File: src/rtl/dds_qw_lut_reader.sv
// Phase accumulator and quarter-wave LUT reader: mirrors the address and
// negates the magnitude so a 512-entry first-quadrant table yields a full sine.
module dds_qw_lut_reader #(
    parameter int PHASE_W = 32
) (
    input  logic                      CLK,
    input  logic                      NSRST,
    input  logic                      EN,
    input  logic [PHASE_W-1:0]        FREQ_WORD,
    input  logic                      LOAD_FREQ,
    input  logic [PHASE_W-1:0]        PHASE_OFFSET,
    input  logic                      SYNC_CLR,
    output logic [8:0]                RADDR,
    output logic                      RDB,
    input  logic [17:0]               DO,
    output logic signed [18:0]        SINE,
    output logic                      SINE_VALID
);

    logic [PHASE_W-1:0] acc;
    logic [PHASE_W-1:0] freq_reg;

    logic [PHASE_W-1:0] phase_p0;
    logic [1:0]         quad_p0;
    logic [8:0]         addr_p0;

    logic               neg_p1;
    logic               neg_p2;
    logic               vld_p2;
    logic               neg_p3;
    logic               vld_p3;
    logic [17:0]        do_p3;

    // Zero-extend the table magnitude and negate it for the lower half-cycle.
    function automatic logic signed [18:0] apply_sign(input logic [17:0] mag,
                                                      input logic        neg);
        logic signed [18:0] ext;
        ext = $signed({1'b0, mag});
        return neg ? -ext : ext;
    endfunction

    // Stage 0: offset phase from the pre-update accumulator
    always_comb begin
        phase_p0 = acc + PHASE_OFFSET;
        quad_p0  = phase_p0[PHASE_W-1 -: 2];
        addr_p0  = quad_p0[0] ? ~phase_p0[PHASE_W-3 -: 9] : phase_p0[PHASE_W-3 -: 9];
    end

    generate
        if (PHASE_W > 11) begin : g_low_bits
            logic unused_phase_low;
            assign unused_phase_low = ^phase_p0[PHASE_W-12:0];
        end
    endgenerate

    // Accumulator, frequency register and stage 1 (address issue)
    always_ff @(posedge CLK) begin
        if (!NSRST) begin
            acc      <= '0;
            freq_reg <= '0;
            RADDR    <= '0;
            RDB      <= 1'b0;
            neg_p1   <= 1'b0;
        end else begin
            if (SYNC_CLR)
                acc <= '0;
            else if (EN)
                acc <= acc + freq_reg;
            if (LOAD_FREQ)
                freq_reg <= FREQ_WORD;
            RDB <= EN;
            if (EN) begin
                RADDR  <= addr_p0;
                neg_p1 <= quad_p0[1];
            end
        end
    end

    // Stage 2 (LUT read in flight), stage 3 (data captured), output stage
    always_ff @(posedge CLK) begin
        if (!NSRST) begin
            vld_p2     <= 1'b0;
            neg_p2     <= 1'b0;
            vld_p3     <= 1'b0;
            neg_p3     <= 1'b0;
            SINE       <= '0;
            SINE_VALID <= 1'b0;
        end else begin
            vld_p2     <= RDB;
            neg_p2     <= neg_p1;
            vld_p3     <= vld_p2;
            neg_p3     <= neg_p2;
            SINE_VALID <= vld_p3;
            if (vld_p3)
                SINE <= apply_sign(do_p3, neg_p3);
        end
    end

    always_ff @(posedge CLK) begin
        if (vld_p2)
            do_p3 <= DO;
    end

endmodule

File: config.mk
export PLATFORM = sky130hd
export DESIGN_NAME = dds_qw_lut_reader
export DESIGN_NICKNAME = d
export VERILOG_FILES = /design/src/rtl/dds_qw_lut_reader.sv
export SDC_FILE = /design/constraint.sdc
export NUM_CORES = 1
export LEC_CHECK = 0
export CAP_MARGIN = 25
export CORE_MARGIN = 5
export CORE_UTILIZATION = 59
export DETAILED_ROUTE_END_ITERATION = 8
export PLACE_DENSITY_LB_ADDON = 0.15
export SYNTH_ARGS = -nofsm -noshare
export SYNTH_HDL_FRONTEND = slang
export SYNTH_SLANG_ARGS = --single-unit
File: constraint.sdc
create_clock -name CLK -period 5.83 [get_ports CLK]
set_input_delay 0.8745 -clock CLK [delete_from_list [all_inputs] [get_ports CLK]]
set_output_delay 0.8745 -clock CLK [all_outputs]
set_load 0.01 [all_outputs]
==> qor.txt <==
Min-delay worst type = flip-flop to flip-flop
Gate Count Post-Synth = 776
Fin crit share = 60.9%
Worst Setup Path Type = primary input to flip-flop
Setup crit end = RADDR[5]
Fraction of layout instances using a drive strength above 1 = 5.71%
Routed Wire Length = 18,400 µm
Post-CTS Setup Bufs = 0
First-pass GRT wire length = 29,600 µm
DRT antenna net count = 0
CP Capture Type = flip-flop
Outcome = finished, final reports clean
Worst EP required = 6100 ps
Skew final = 7.36 ps
Critical Path AT = 3820 ps
CTS tree = built
Final hold slack = 444 ps
Critical R2R Capture = acc[30]
Comb pwr share = 13.9%
Reg2Reg Setup Slack = 2580 ps
Die area = 14,600 µm²
Internal cell power = 1.71 mW
Seq. cell area = 2520 µm²
Reg clk slew, reported paths = 60 ps
Gr usage total = 25.3%
Die W = 121 µm
Fin. max-slew vios = 0
Crit path time final = 3550 ps
Mapped Nets = 926
Sw frac = 25.2%
Number of global-route vias before repair = 6,271
Multi-input logic area = 4490 µm²
Sequential-to-total area share from yosys stat = 34.8%
Worst-Margin Slew = 1000 ps
Worst IR drop on VDD = 0.226 mV
Max Cap Violations = 0
Placed Cells = 1,007
Dpl cell area = 8420 µm²
1st-iter DRT viols = 416
Row cnt = 40
Vias = 6,225
Antenna cells = 0
Crit path cell chain = clkdlybuf4s50_1 > ha_1 > a211oi_1 > nor2_1 > o41ai_1 > a211o_1 > a21oi_1 > or3_1 > o311ai_4 > xnor2_1 > a21oi_1
DRC = 0
Flop pwr share = 38.6%
Routed vias/inst = 5.99
Max stage delay on crit path = 640 ps
Max_slew headroom = 33.3%
Fill cells = 866
Final setup vio count = 0
Largest net degree at the start of global routing = 71
Asr flop ratio synth = 0%
Ys flop type = dfxtp_1
CTS buffer count = 17
Core area = 12,000 µm²
Area delta synth->final = 25.2%
P per Cell Area = 252 nW/µm²
Synth Cell Area = 7240 µm²
Fin nets = 1,030
Critical Path Start = PHASE_OFFSET[4]
# port buffers = 116
Drt wl/cell = 17.7 µm
Initial Util = 60.3%
CTS HTree Levels = 4
Fin. Hold Viols = 0
Pre-Repair DR Iteration Count = 6
Number of synthesized register bits = 117
Critical path fanouts, max = 8
Post_cts resized = 0
Most used cell, CP = a21oi_1
Non-filler instance count after layout = 1,040
GP Congestion = 0.904
I/O pin count = 117
Clk pwr share = 47.6%
Critical path startpoint category = primary input
Clock root cell = clkbuf_16
Total design power = 2.28 mW
DPL Wire Length = 13,400 µm
RSZ-0062 raised after global routing = false
EDFF count, synth = 18
Psw = 0.575 mW
Lkg Pwr = 3.90 nW
CTS Hold Bufs = 0
Initial antenna violation count = 0
Mean post-synth cell area = 9.33 µm²
Setup tns final = 0 ps
Clock Path Buffers = 2
Reg-to-reg critical path startpoint = acc[0]
Overflow after GRT = 0
Synth cell types = 64
Die height = 121 µm
CP max stage cell = o41ai_1
Clk_lat worst skew = 420 ps
Yosys warns = 0
Reg2Reg Depth = 11
Max Clock Freq = 282 MHz
Post-route cell area = 9070 µm²
Clock sink count = 117
-- metal layers --
metal / vias up / share of wire, % / track usage (%)
met4: 0 / 1.9 / 8.57
li1: 3059 / - / -
met1: 2958 / 43 / 29.8
met2: 184 / 51 / 45.2
met3: 24 / 4.5 / 5.75
met5: - / 0 / 0
-- layout by cell type, fill, tap and decap left out, types with 3 or more instances in the layout --
| cell | netlist | routed |
|---|---|---|
| mux2i_1 | 59 | 59 |
| xor2_1 | 21 | 21 |
| nand3_1 | 12 | 12 |
| and3_1 | 3 | 3 |
| o31ai_1 | 6 | 6 |
| o21bai_1 | 4 | 4 |
| o21a_1 | 3 | 3 |
| clkinv_4 | 0 | 5 |
| xnor2_1 | 38 | 38 |
| edfxtp_1 | 18 | 18 |
| dfxtp_1 | 99 | 99 |
| o21ai_0 | 45 | 45 |
| a31oi_1 | 8 | 8 |
| nand2b_1 | 11 | 11 |
| o41ai_1 | 5 | 5 |
| buf_2 | 0 | 3 |
| clkbuf_16 | 0 | 17 |
| a211oi_1 | 16 | 16 |
| buf_4 | 1 | 5 |
| clkdlybuf4s50_1 | 0 | 113 |
| o211a_1 | 11 | 11 |
| a21oi_1 | 55 | 55 |
| nor2b_1 | 51 | 51 |
| or2_2 | 3 | 3 |
| ha_1 | 62 | 62 |
| or3_1 | 3 | 3 |
| nand3b_1 | 7 | 7 |
| bufinv_16 | 0 | 3 |
| nor3_1 | 7 | 7 |
| or4_1 | 3 | 3 |
| inv_1 | 11 | 11 |
| nand4_1 | 10 | 10 |
| and4_1 | 3 | 3 |
| a21boi_0 | 7 | 7 |
| a21o_1 | 25 | 25 |
| nand2_1 | 44 | 44 |
| o211ai_1 | 5 | 5 |
| and2_1 | 8 | 8 |
| nor2_1 | 47 | 47 |
-- cell families after synthesis --
kind of cell / after synthesis / share of synthesized area, %
adder cells (fa/ha/maj): 63 / 11.0
flip-flops: 117 / 34.8
multiplexers: 59 / 8.16
AO/OA/AOI/OAI: 208 / 19.4
AND/OR/NAND/NOR: 222 / 16.4
XOR/XNOR: 59 / 7.14
buffers and inverters: 48 / 3.13
-- critical path: cells and delay by family --
kind	cells	cell delay, ps
buffers and inverters	1	410
AO/OA/AOI/OAI	6	1530
AND/OR/NAND/NOR	2	480
XOR/XNOR	1	190
adder cells (fa/ha/maj)	1	310
-- synth_stat cells, types with 4 or more instances --
cell type,instances,area (µm²)
clkbuf_1,25,93.8
a211oi_1,16,120
xnor2_1,38,333
o21bai_1,4,30.0
nand4_1,10,62.6
nand3b_1,7,52.6
o31ai_1,6,45.0
nand2b_1,11,68.8
nand2_1,44,165
a21o_1,25,188
nor2b_1,51,319
nand3_1,12,60.1
o211a_1,11,110
a21boi_0,7,52.6
inv_1,11,41.3
edfxtp_1,18,541
a21oi_1,55,275
dfxtp_1,99,1980
nor2_1,47,176
o211ai_1,5,37.5
nor3_1,7,35.0
ha_1,62,776
o41ai_1,5,43.8
mux2i_1,59,591
xor2_1,21,184
buf_1,5,18.8
a31oi_1,8,50.1
buf_6,5,56.3
o21ai_0,45,225
and2_1,8,50.1
-- stage by stage --
| step | utilization, % | setup slack (ps) |
|---|---|---|
| finish | 75.5 | 2280 |
| global route | 75.5 | 2100 |
| CTS | 75.3 | 2290 |
| detailed placement | 70.1 | 1850 |
| global placement | 70.1 | 1950 |
| floorplan | - | 2790 |
-- worst min-delay path by stage --
stage / end / cells past startpoint / startpoint
after floorplan: neg_p3 / 1 / neg_p2
after global placement: neg_p3 / 1 / neg_p2
after detailed placement: neg_p3 / 1 / neg_p2
after CTS: neg_p3 / 1 / neg_p2
after global routing: neg_p3 / 1 / neg_p2
final: neg_p3 / 1 / neg_p2
-- power by group through the flow --
stage | Clock, mW | Combinational (mW) | Sequential, mW
after CTS | 1.10 | 0.314 | 0.881
after global placement | 0 | 0.298 | 0.896
after floorplan | 0 | 0.187 | 0.895
final | 1.09 | 0.316 | 0.881
after global routing | 1.14 | 0.344 | 0.886
after detailed placement | 0 | 0.310 | 0.898
-- area by class of cell --
type                            count  share of cell area, %
Tap cell                          147                   2.03
Clock buffer                       18                   4.84
Timing Repair Buffer              122                   13.4
Multi-Input combinational cell    611                   49.5
Sequential cell                   117                   27.8
Inverter                           11                  0.455
Clock inverter                     14                   1.95
No activity file was read; power rests on OpenSTA's default activity.
